===== config.mk =====
export PLATFORM = sky130hd
export DESIGN_NAME = dm_access_ctrl
export DESIGN_NICKNAME = d
export VERILOG_FILES = /design/src/rtl/dm_access_ctrl.sv
export SDC_FILE = /design/constraint.sdc
export NUM_CORES = 1
export LEC_CHECK = 0
export BUFFER_PORTS_ARGS = -buffer_cell sky130_fd_sc_hd__buf_2
export CAP_MARGIN = 20
export CORE_MARGIN = 2
export CORE_UTILIZATION = 51
export DETAILED_ROUTE_END_ITERATION = 12
export PLACE_DENSITY_LB_ADDON = 0.3
export REMOVE_ABC_BUFFERS = 1
export SLEW_MARGIN = 20
export SYNTH_ARGS = -nofsm -noshare
export SYNTH_HDL_FRONTEND = slang
export SYNTH_SLANG_ARGS = --single-unit

===== constraint.sdc =====
create_clock -name clk -period 4.2 [get_ports clk]
set_clock_uncertainty 0.2 [all_clocks]
set_input_delay 0.21 -clock clk [delete_from_list [all_inputs] [get_ports clk]]
set_output_delay 0.21 -clock clk [all_outputs]
set_load 0.005 [all_outputs]

===== src/rtl/dm_access_ctrl.sv =====
`default_nettype none
// ============================================================================
// Module   : dm_access_ctrl
// Purpose  : Data-memory access sequencer; stalls the pipeline across a
//            handshaked bus transaction and formats store/load data.
// Revision : 1.0 - initial release
// ============================================================================
module dm_access_ctrl #(
    parameter int TIMEOUT = 255
) (
    input  logic        clk,
    input  logic        rst,
    input  logic        mem_read,
    input  logic        mem_write,
    input  logic [2:0]  dm_type,
    input  logic [31:0] addr,
    input  logic [31:0] wdata,
    output logic [31:0] rdata,
    output logic        stall,
    output logic        fault,
    output logic        bus_req,
    output logic        bus_we,
    output logic [31:0] bus_addr,
    output logic [3:0]  bus_be,
    output logic [31:0] bus_wdata,
    input  logic [31:0] bus_rdata,
    input  logic        bus_ack
);

    localparam int CNT_W = (TIMEOUT > 1) ? $clog2(TIMEOUT) : 1;
    localparam logic [CNT_W-1:0] C_CNT_LAST = CNT_W'(TIMEOUT - 1);

    localparam logic [1:0] S_IDLE = 2'd0;
    localparam logic [1:0] S_REQ  = 2'd1;
    localparam logic [1:0] S_DONE = 2'd2;

    logic [1:0]       r_state;
    logic [1:0]       w_next;
    logic [CNT_W-1:0] r_cnt;
    logic             r_tmo;
    logic [31:0]      r_rdata;
    logic [1:0]       r_off;
    logic             r_half;
    logic             r_byte;
    logic             r_signed;

    logic        w_access;
    logic        w_half;
    logic        w_byte;
    logic        w_signed;
    logic        w_misaligned;
    logic        w_start;
    logic [3:0]  w_be;
    logic [31:0] w_wdata;
    logic [7:0]  w_lane_b;
    logic [15:0] w_lane_h;
    logic [31:0] w_load;

    assign w_access = mem_read | mem_write;
    assign w_half   = (dm_type == 3'b001) || (dm_type == 3'b010);
    assign w_byte   = (dm_type == 3'b011) || (dm_type == 3'b100);
    assign w_signed = (dm_type == 3'b001) || (dm_type == 3'b011);

    assign w_misaligned = w_byte ? 1'b0 : (w_half ? addr[0] : (addr[1:0] != 2'b00));
    assign w_start      = (r_state == S_IDLE) && w_access && !w_misaligned;

    always_comb begin
        w_be    = 4'b1111;
        w_wdata = wdata;
        if (w_byte) begin
            w_be    = 4'b0001 << addr[1:0];
            w_wdata = {4{wdata[7:0]}};
        end else if (w_half) begin
            w_be    = 4'b0011 << {addr[1], 1'b0};
            w_wdata = {2{wdata[15:0]}};
        end
    end

    // Lane selection uses the offset captured at request time, not live addr
    assign w_lane_b = r_rdata[{r_off, 3'b000} +: 8];
    assign w_lane_h = r_off[1] ? r_rdata[31:16] : r_rdata[15:0];

    always_comb begin
        w_load = r_rdata;
        if (r_byte)
            w_load = {{24{r_signed & w_lane_b[7]}}, w_lane_b};
        else if (r_half)
            w_load = {{16{r_signed & w_lane_h[15]}}, w_lane_h};
    end

    always_ff @(posedge clk or posedge rst) begin
        if (rst)
            r_state <= S_IDLE;
        else
            r_state <= w_next;
    end

    always_comb begin
        w_next = r_state;
        case (r_state)
            S_IDLE:  if (w_start) w_next = S_REQ;
            S_REQ:   if (bus_ack || (r_cnt == C_CNT_LAST)) w_next = S_DONE;
            S_DONE:  w_next = S_IDLE;
            default: w_next = S_IDLE;
        endcase
    end

    always_comb begin
        stall = 1'b0;
        fault = 1'b0;
        rdata = 32'd0;
        case (r_state)
            S_IDLE: begin
                stall = w_access & ~w_misaligned;
                fault = w_access & w_misaligned;
            end
            S_REQ:  stall = 1'b1;
            S_DONE: begin
                fault = r_tmo;
                if (!bus_we && !r_tmo)
                    rdata = w_load;
            end
            default: ;
        endcase
    end

    always_ff @(posedge clk or posedge rst) begin
        if (rst) begin
            bus_req   <= 1'b0;
            bus_we    <= 1'b0;
            bus_addr  <= 32'd0;
            bus_be    <= 4'd0;
            bus_wdata <= 32'd0;
            r_cnt     <= '0;
            r_tmo     <= 1'b0;
            r_rdata   <= 32'd0;
            r_off     <= 2'd0;
            r_half    <= 1'b0;
            r_byte    <= 1'b0;
            r_signed  <= 1'b0;
        end else begin
            if (w_start) begin
                bus_req   <= 1'b1;
                bus_we    <= mem_write;
                bus_addr  <= {addr[31:2], 2'b00};
                bus_be    <= w_be;
                bus_wdata <= w_wdata;
                r_off     <= addr[1:0];
                r_half    <= w_half;
                r_byte    <= w_byte;
                r_signed  <= w_signed;
                r_cnt     <= '0;
                r_tmo     <= 1'b0;
            end else if (r_state == S_REQ) begin
                if (bus_ack) begin
                    r_rdata <= bus_rdata;
                    bus_req <= 1'b0;
                end else if (r_cnt == C_CNT_LAST) begin
                    bus_req <= 1'b0;
                    r_tmo   <= 1'b1;
                end else begin
                    r_cnt <= r_cnt + 1'b1;
                end
            end
        end
    end

endmodule
`default_nettype wire


# Yosys cells after proc, flatten, opt, wreduce, memory -nomap -nowiden
# Cells that the tools add are included.
totals:
  register_bits: 116
  wordCells: 83
op_classes:
  n_addsub: 1
  n_eq_ne: 11
  n_shift: 3
  mux: 28
  bitwise: 7
  reduce_logical: 20
op_table:
  columns: ["op", "n"]
  rows:
  - ["$mux W32", 6]
  - ["$mux W8", 4]
  - ["$shiftx A32 B6 Y8", 1]
  - ["$mux W16", 1]
  - ["$mux W1", 10]
  - ["$reduce_and A3 Y1", 3]
  - ["$add A8 B1 Y8 const B", 1]
  - ["$eq A8 B8 Y1 const B", 1]
  - ["$mux W4", 2]
  - ["$eq A3 B2 Y1 const B", 2]
  - ["$ne A2 B2 Y1 const B", 3]
  - ["$reduce_bool A2 Y1", 3]
  - ["$and A1 B1 Y1", 4]
  - ["$logic_or A1 B1 Y1", 4]
  - ["$mux W2", 2]
  - ["$pmux W1 S2", 2]
  - ["$pmux W2 S2", 1]
  - ["$reduce_and A2 Y1", 2]
  - ["$shl A1 B2 Y4 const A", 1]
  - ["$shl A2 B2 Y4 const A", 1]
  - ["$eq A3 B1 Y1 const B", 1]
  - ["$eq A3 B3 Y1 const B", 1]
  - ["$logic_and A1 B1 Y1", 3]
  - ["$logic_not A1 Y1", 3]
  - ["7 further kinds", 8]

# Depth between registers and ports, before layout
# Gate-level depths: netlist of run 1.
depth:
  depth_word: 8
  depth_mapped: 6
  ltp_nobuf: 6

# Least setup slack after synthesis of run 1
# OpenSTA, ideal clock, no wires.
synth_timing:
  path_kind: "reg2out"
  from: "reg r_state[0]"
  to: "out rdata[21]"
  arrival_ns: 1.652
  t_required_ns: 3.790
  setup_slack_ns: 2.138
  stages_incl_launch_ff: 7
  cell_sequence: "dfrtp_1 > or4b_1 > buf_2 > inv_2 > nand3_1 > clkbuf_1 > o21ai_0"
synth_via:
  elab_chain_len: 2
synth_lines:
  columns: ["item", "line", "text"]
  rows:
  - ["from (decl)", "37", "logic [1:0] r_state;"]
  - ["from (signal assigned)", "95", "r_state <= w_next;"]
  - ["$eq A2 B2 Y1", "112", "case (r_state)"]
  - ["$mux W32", "112", null]
  - ["to (decl)", "18", "output logic [31:0] rdata,"]
# No other way between the ends.

# Worst setup path in the final report of run 1
layout_timing:
  from: "reg r_state[0]"
  to: "out rdata[27]"
# Same word-level chain as after synthesis.

==> results.cfg, run 1 <==
[timing]
rsz0062_at_grt = false
finalMaxSlewViolations = 0
setup-tns-final_ns = 0
slew_headroom_pct = 30.72
min_period_ns = 3.255
worst_slew_pin_slew_ns = 1.037
hold_violations = 0
post-route-period-util_pct = 77.50
setup_viol = 0
fmax_ghz = 0.3072

[logic_synthesis]
avgSynthCellArea_um2 = 12.03
ys.flop_type = dfrtp_1
yosysMostFrequentCell = dfrtp_1
synth_common_cells = 116 x dfrtp_1, 115 x mux2_2, 38 x nor2_1
synthDistinctLibCells = 56
yosysSeqAreaShare_pct = 48.56
synth_top_cell_by_area = dfrtp_1
ys_ff_latch = 116
synthCells = 497
synth_async_sr_flop_share_pct = 100.0
synth_area_mm2 = 0.005978
synth-edff-count = 0
ys_warn_count = 0
synth_area_leaders = dfrtp_1 49%, mux2_2 22%, mux2i_1 4.2%, mux4_2 3.0%, nor2_1 2.4%
synth_top_area_share_pct = 48.56

[floorplan]
die_x_um = 112.3
pin_count = 208
die-height_um = 112.3
core_mm2 = 0.01142
start_util_pct = 52.36
rows = 39
die_area_mm2 = 0.01260

[clocking]
cts.sinks = 116
postCtsSetupBuffers = 0
clkLatencyLatePin_ns = 0.41
cts-root-buf = clkbuf_16
path_clk_slew_ns = 0.05
numCtsBuffers = 17
clk_path_buf_depth = 2
cts_tree = yes
ctsResizeCount = 0
htreeDepth = 4

[worst_setup_path]
r2r_setup_slack_ns = 1.40
endpoint_kind = output port
crit_arrival_ns = 2.85
r2r_cells = 5
r2r-start = r_state[1]$_DFFE_PP0P_
reg2reg_to = bus_wdata[21]$_DFFE_PP0P_
cp_max_fo = 16
crit_required_ns = 3.79
crit_type = reg -> out
worstSetupStartpointType = flip-flop

[layout]
drive_above_1_share_pct = 47.43
finalNonFillerCells = 940
syn_to_final_growth_pct = 44.68
n_antenna_cell = 0
post-route-util_pct = 75.75
nets = 890

[routing]
drt_iter0_markers = 536
wl_per_cell_um = 18.04
wirelength_um = 16960
vias = 5278
vias_per_cell = 5.615
drc = 0
dr.pass1.iters = 6
drtAntennaViolNets = 0

[global_routing]
grtUsageTotal_pct = 27.43
grt_pass1_vias = 5507
antenna_found_initial = 0
grt_pass1_wl_um = 27230
grt-ovfl-total = 0
grt_max_degree = 49

[power_and_ir_drop]
power_density_mw_per_mm2 = 643.7
p_leak_nw = 4.032
vdd_drop_max_mv = 0.5044

[worst_hold_path]
worst_hold_path.endpoint = bus_be[3]$_DFFE_PP0P_
hold_path_class = in -> reg
hold_start = mem_read
whs_path_depth = 3

[placement]
place_hpwl_um = 10650
gp_congestion = 0.7985
port_buffers = 205
place_inst = 818

[status]
status = completed

[flow_run]
drv_cap = 0
## sequential cells by signal, indices dropped and copies added (netlist names), 2 cells and up
register and count:
r_cnt 8, r_rdata 32, bus_wdata 32, bus_addr 30, bus_be 4, r_off 2
r_state 2
## timing repair
item | CTS | global route
endpoints found under the hold margin | 138 | 0
hold buffers | 90 | 0
endpoints found under the setup margin | 0 | 0
## where the power goes
part | switching, mW | internal, mW | total [mW]
Sequential | 0.448 | 1.65 | 2.10
Combinational | 0.780 | 1.06 | 1.84
Clock | 0.510 | 1.12 | 1.63
## worst max path at each step
| stage | startpoint | end | slack (ns) |
|---|---|---|---|
| floorplan | rst | bus_addr[10]$_DFFE_PP0P_ | 0.72 |
| global placement | dm_type[1] | bus_wdata[20]$_DFFE_PP0P_ | 1.18 |
| detailed placement | dm_type[1] | bus_wdata[21]$_DFFE_PP0P_ | 1.09 |
| CTS | r_state[0]$_DFFE_PP0P_ | rdata[27] | 0.98 |
| global route | r_state[0]$_DFFE_PP0P_ | rdata[17] | 0.80 |
| finish | r_state[0]$_DFFE_PP0P_ | rdata[27] | 0.94 |
## worst max-delay path: stages (launching register included)
cell and delay (ns):
dfrtp_1 0.41, or4b_1 0.80, inv_2 0.15, nand4_1 0.54
o21ai_0 0.35, buf_2 0.17
## placed cells by master (no fill, tap or decap), types with 5 or more instances in the layout
cell type | synthesis | final
dfrtp_1 | 116 | 116
bufinv_16 | 0 | 6
clkbuf_16 | 0 | 17
a21oi_1 | 12 | 12
inv_1 | 6 | 5
o21ai_0 | 23 | 23
a311oi_1 | 9 | 9
buf_2 | 10 | 205
nor2_1 | 38 | 38
nor2b_1 | 12 | 12
mux4_2 | 8 | 8
dlygate4sd3_1 | 0 | 90
a211oi_1 | 11 | 11
nand3_1 | 12 | 12
mux2_2 | 115 | 115
mux2i_1 | 25 | 25
nand2_1 | 16 | 16
a221oi_1 | 7 | 7
## per-stage QoR
stage | instance area (um^2) | power, mW | setup slack [ns] | hold WS, ns
floorplan | 5819 | 3.077 | 0.7176 | 0.1036
global placement | 7077 | 3.729 | 1.175 | 0.1175
detailed placement | 7077 | 3.835 | 1.093 | 0.1223
CTS | 8650 | 5.563 | 0.9769 | 0.02047
global route | 8650 | 5.865 | 0.8003 | 0.06729
finish | 8650 | 5.568 | 0.9449 | 0.03693
## cell type report
| cell class | instances | area, um^2 |
|---|---|---|
| fill | 723 | 2769 |
| timing repair buffer | 300 | 1977 |
| inverter | 8 | 32.53 |
| clock inverter | 14 | 232.7 |
| tap | 143 | 178.9 |
| multi-input combinational | 341 | 2887 |
| clock buffer | 18 | 439.2 |
| sequential | 116 | 2903 |
## kinds of logic (layout without fill, tap and decap cells)
group / after synthesis / after routing / synth area share [%]
AO/OA/AOI/OAI: 82 / 82 / 9.460
XOR/XNOR: 5 / 5 / 0.8583
adder cells (fa/ha/maj): 2 / 2 / 0.4185
buffers and inverters: 41 / 340 / 3.223
flip-flops: 116 / 116 / 48.56
multiplexers: 148 / 148 / 28.86
other: 1 / 2 / 0.06273
AND/OR/NAND/NOR: 102 / 102 / 8.560
## routing by layer
metal  track usage (%)  vias up  routed length [um]
met5                 0        -                   0
met4             11.30        0                 418
met3             7.991       37                1223
met2             46.51      253                8626
met1             32.95     2573                6694
li1                  -     2415                   -
Note: power is estimated with default switching activity, not from simulation.
==> run 2: changes to the inputs <==
Settings changed: CORE_UTILIZATION 51 to 46.
Clock period 4.2 ns to 2.85 ns, I/O delays scaled along.
==> results.cfg, run 2 (synthesis gave the netlist of run 1 again) <==
[routing]
wirelength_um = 17250
vias = 5313
drtAntennaViolNets = 0
drc = 0
wl_per_cell_um = 17.58
drt_iter0_markers = 345
dr.pass1.iters = 4
vias_per_cell = 5.416

[clocking]
clk_path_buf_depth = 2
cts.sinks = 116
numCtsBuffers = 17
path_clk_slew_ns = 0.05
cts-root-buf = clkbuf_16
clkLatencyLatePin_ns = 0.40
htreeDepth = 4
cts_tree = yes

[worst_setup_path]
cpPeakStageDelay_ns = 0.59
crit_path_cell_trace = or4b_1 -> inv_2 -> nand3_2 -> o21ai_0 -> buf_2
r2r_setup_slack_ns = 0.75
endpoint_kind = output port
path_delay_family = simple AND/OR/NAND/NOR gates
slowest_stage = or4b_1
reg2reg_to = bus_addr[19]$_DFFE_PP0P_
worstSetupStartpointType = flip-flop
r2r-start = r_state[1]$_DFFE_PP0P_
r2r_cells = 5
crit_buf_inv = 2
cp_max_fo = 16
crit_type = reg -> out
crit_required_ns = 2.51
crit_arrival_ns = 2.22

[power_and_ir_drop]
p_leak_nw = 4.051
power_density_mw_per_mm2 = 908.9
vdd_drop_max_mv = 0.5481

[timing]
finalMaxSlewViolations = 0
hold_violations = 0
post-route-period-util_pct = 89.99
setup_viol = 0
worst_slew_pin_slew_ns = 0.7516
slew_headroom_pct = 49.65
fmax_ghz = 0.3899
rsz0062_at_grt = false
min_period_ns = 2.565
setup-tns-final_ns = 0

[floorplan]
die_area_mm2 = 0.01392
core_mm2 = 0.01267
die_x_um = 118
pin_count = 208
die-height_um = 118
rows = 41
start_util_pct = 47.18

[layout]
drive_above_1_share_pct = 47.59
nets = 902
layout_commonest_cell = buf_2
finalNonFillerCells = 981
n_antenna_cell = 0
nFillCells = 897
syn_to_final_growth_pct = 45.71
top_regs = bus_wdata: 32 flops, r_rdata: 32 flops, bus_addr: 30 flops
final_cell_mix = 205 x buf_2, 116 x dfrtp_1, 115 x mux2_2, 94 x dlygate4sd3_1, 38 x nor2_1
seqCellArea_mm2 = 0.002903
multi_input_comb_area_mm2 = 0.002892

[global_routing]
grt_pass1_vias = 5541
grtUsageTotal_pct = 25.39
antenna_found_initial = 0
grt_pass1_wl_um = 28150
grt-ovfl-total = 0
grt_max_degree = 64

[placement]
port_buffers = 205
place_hpwl_um = 10720
gp_congestion = 0.8117
place_inst = 854

[status]
status = completed

[worst_hold_path]
worst_hold_path.endpoint = bus_wdata[29]$_DFFE_PP0P_
hold_path_class = in -> reg
whs_path_depth = 4
hold_start = wdata[29]

[flow_run]
drv_cap = 0
run 2: metrics by stage:
step	setup slack (ns)	cell area [um^2]	util, %	total power, mW	hold WS [ns]
floorplan	-0.5649	5819	-	4.535	0.03609
global placement	0.6199	7178	56.65	5.580	0.03396
detailed placement	0.5049	7178	56.65	5.702	0.05156
CTS	0.06704	8698	68.65	7.916	0.1051
global route	0.1315	8711	68.75	8.387	0.1416
finish	0.2853	8711	68.75	7.918	0.1209
run 2: what timing repair did:
action	in CTS	in global routing
endpoints found under the hold margin	136	0
gates resized for setup	0	1
buffers inserted	0	1
hold buffers	94	0
endpoints found under the setup margin	0	16
run 2: worst min-delay path: stages:
cell and delay (ns):
buf_2 0.09, mux2i_1 0.06, a221oi_1 0.22, mux2_2 0.18
run 2: worst max-delay path by stage:
| stage | startpoint | endpoint | slack (ns) | depth (start not counted) |
|---|---|---|---|---|
| global placement | r_state[0]$_DFFE_PP0P_ | rdata[30] | 0.62 | 5 |
| global route | r_off[1]$_DFFE_PP0P_ | rdata[15] | 0.13 | 6 |
| detailed placement | r_state[0]$_DFFE_PP0P_ | rdata[19] | 0.50 | 5 |
| floorplan | rst | bus_addr[10]$_DFFE_PP0P_ | -0.56 | 1 |
| CTS | r_state[0]$_DFFE_PP0P_ | rdata[19] | 0.07 | 5 |
| finish | r_state[0]$_DFFE_PP0P_ | rdata[16] | 0.29 | 5 |
run 2: cell type report:
class	instances	area share [%]
flip-flops and latches	116	33.32
clock inverters	10	1.207
well taps	172	2.471
inverters	8	0.3735
repair buffers	312	23.99
clock buffers	22	5.444
multi-input cells	341	33.19
run 2: metal layers:
metal  track usage (%)  wire length, um  part of all wire (%)  vias to the layer above
li1                  -                -                     -                     2428
met1             28.65             6654                    39                     2575
met2             43.71             8597                    50                      256
met3             7.655             1339                   7.8                       54
met5                 0                0                     0                        -
met4             12.42              657                   3.8                        0
run 2: power breakdown:
part	switching, mW	internal (mW)
logic	1.26	1.62
registers	0.540	2.43
clock network	0.725	1.34
==> run 3: changes to the inputs <==
Settings changed: CORE_UTILIZATION 46 to 30, TNS_END_PERCENT set to 100.
==> results.cfg, run 3 (synthesis gave the netlist of run 1 again) <==
[status]
status = completed

[floorplan]
rows = 51
die_area_mm2 = 0.02107
core_mm2 = 0.01953
start_util_pct = 30.62
die-height_um = 145.2
pin_count = 208
die_x_um = 145.2

[global_routing]
grt_pass1_wl_um = 27520
grt_use_met1_pct = 20.90
met3_usage_pct = 6.132
grt.met2_usage_pct = 26.52
grtUsageTotal_pct = 16.34
top_usage_layer = met2
antenna_found_initial = 0
grt_max_degree = 52
grt_pass1_vias = 5169
grt-ovfl-total = 0

[worst_setup_path]
worstSetupStartpointType = flip-flop
crit_type = reg -> out
worstSetupStartpoint = r_state[0]$_DFFE_PP0P_
crit_path_cell_trace = or4b_1 -> inv_2 -> nand3_1 -> buf_4 -> o21ai_0 -> buf_2
crit_arrival_ns = 2.18
r2r-start = r_state[0]$_DFFE_PP0P_
r2r_setup_slack_ns = 0.49
r2r_cells = 5
crit_buf_inv = 3
path_delay_family = simple AND/OR/NAND/NOR gates
cpPeakStageDelay_ns = 0.59
crit_required_ns = 2.51
cp.depth = 6
cp_max_fo = 16
reg2reg_to = bus_addr[26]$_DFFE_PP0P_
slowest_stage = or4b_1
endpoint_kind = output port

[routing]
vias_per_cell = 4.703
drc = 0
drt_iter0_markers = 197
wirelength_um = 16970
drtAntennaViolNets = 0
dr.pass1.iters = 4
vias = 5075
wl_per_cell_um = 15.73

[timing]
setup_viol = 0
fmax_ghz = 0.3968
rsz0062_at_grt = false
min_period_ns = 2.520
slew_headroom_pct = 58.79
hold_violations = 0
worst_slew_pin_slew_ns = 0.6167
finalMaxSlewViolations = 0
post-route-period-util_pct = 88.42
hold_ws_ns = 0.04691

[clocking]
postCtsSetupBuffers = 0
numCtsBuffers = 17
ctsResizeCount = 0
clk_path_buf_depth = 2
htreeDepth = 4
cts.sinks = 116
cts_tree = yes
cts-root-buf = clkbuf_16
path_clk_slew_ns = 0.06
clkLatencyLatePin_ns = 0.41

[worst_hold_path]
whs_path_depth = 3
hold_start = dm_type[2]
hold_path_class = in -> reg
worst_hold_path.endpoint = r_half$_DFFE_PP0P_

[layout]
drive_above_1_share_pct = 48.16
syn_to_final_growth_pct = 47.87
nets = 907
layout_commonest_cell = buf_2
top_regs = bus_wdata: 32 flops, r_rdata: 32 flops, bus_addr: 30 flops
final_cell_mix = 205 x buf_2, 116 x dfrtp_1, 115 x mux2_2, 93 x dlygate4sd3_1, 38 x nor2_1
n_antenna_cell = 0
finalNonFillerCells = 1079
post-route-util_pct = 45.27
nFillCells = 1829

[power_and_ir_drop]
p_leak_nw = 4.049
power_density_mw_per_mm2 = 879.0
vdd_drop_max_mv = 0.4750
total_power_mw = 7.770
switching_power_mw = 2.591
pwr-share-seq_pct = 37.9
clock_power_share_pct = 25.5
p_sw_share_pct = 33.35
pwr-share-comb_pct = 36.6
internal_power_mw = 5.179

[flow_run]
drv_cap = 0

[placement]
port_buffers = 205
place_hpwl_um = 11400
gp_congestion = 0.7655
place_inst = 954
run 3: cell count changes in the layout (fill, tap and decap cells not counted), sizes merged:
cell,before,now
buf,218,224
clkbuf,22,17
bufinv,2,0
inv,7,13
clkinvlp,2,5
dlygate4sd3,94,93
clkinv,7,5
run 3: what timing repair did:
item                       CTS  global route
hold endpoints to repair   136             0
setup endpoints to repair    0             0
hold buffers                93             0
run 3: worst max-delay path by stage:
stage               slack [ns]                        end
finish                    0.33                  rdata[27]
global route              0.16                  rdata[27]
CTS                       0.29                  rdata[30]
detailed placement        0.45  bus_wdata[13]$_DFFE_PP0P_
global placement          0.50   bus_addr[10]$_DFFE_PP0P_
floorplan                -0.56   bus_addr[10]$_DFFE_PP0P_
run 3: final cells by class:
class / instances / area [um^2] / area share (%)
clock buffers: 17 / 425.4 / 4.812
clock inverters: 15 / 123.9 / 1.401
inverters: 8 / 32.53 / 0.3680
multi-input cells: 341 / 2887 / 32.65
flip-flops and latches: 116 / 2903 / 32.84
well taps: 265 / 331.6 / 3.751
repair buffers: 317 / 2137 / 24.18
run 3: worst min-delay path, delay by kind of cell:
kind                   cells  cell delay [ns]
buffers and inverters      1             0.15
muxes                      1             0.17
and+or+nand+nor            1             0.17
run 3: power groups by stage:
stage | logic [mW] | registers (mW) | clock network (mW)
2_1_floorplan | 1.56 | 2.98 | 0
3_3_place_gp | 2.72 | 2.95 | 0
3_5_place_dp | 2.75 | 2.97 | 0
4_1_cts | 2.86 | 2.95 | 2.04
5_1_grt | 3.12 | 3.06 | 2.14
6_report | 2.84 | 2.95 | 1.98
run 3: per-stage QoR:
step / instance area, um^2 / worst slack, ns / setup TNS (ns)
final: 8840 / 0.3301 / 0
after global routing: 8840 / 0.1631 / 0
after global placement: 7360 / 0.4953 / 0
after detailed placement: 7360 / 0.4465 / 0
after floorplan: 5819 / -0.5649 / -65.53
after CTS: 8840 / 0.2912 / 0
run 3: metal layers:
metal | vias to the layer above | routed length [um]
met3 | 11 | 1386
met4 | 0 | 110
met5 | - | 0
met1 | 2428 | 7545
li1 | 2443 | -
met2 | 193 | 7926
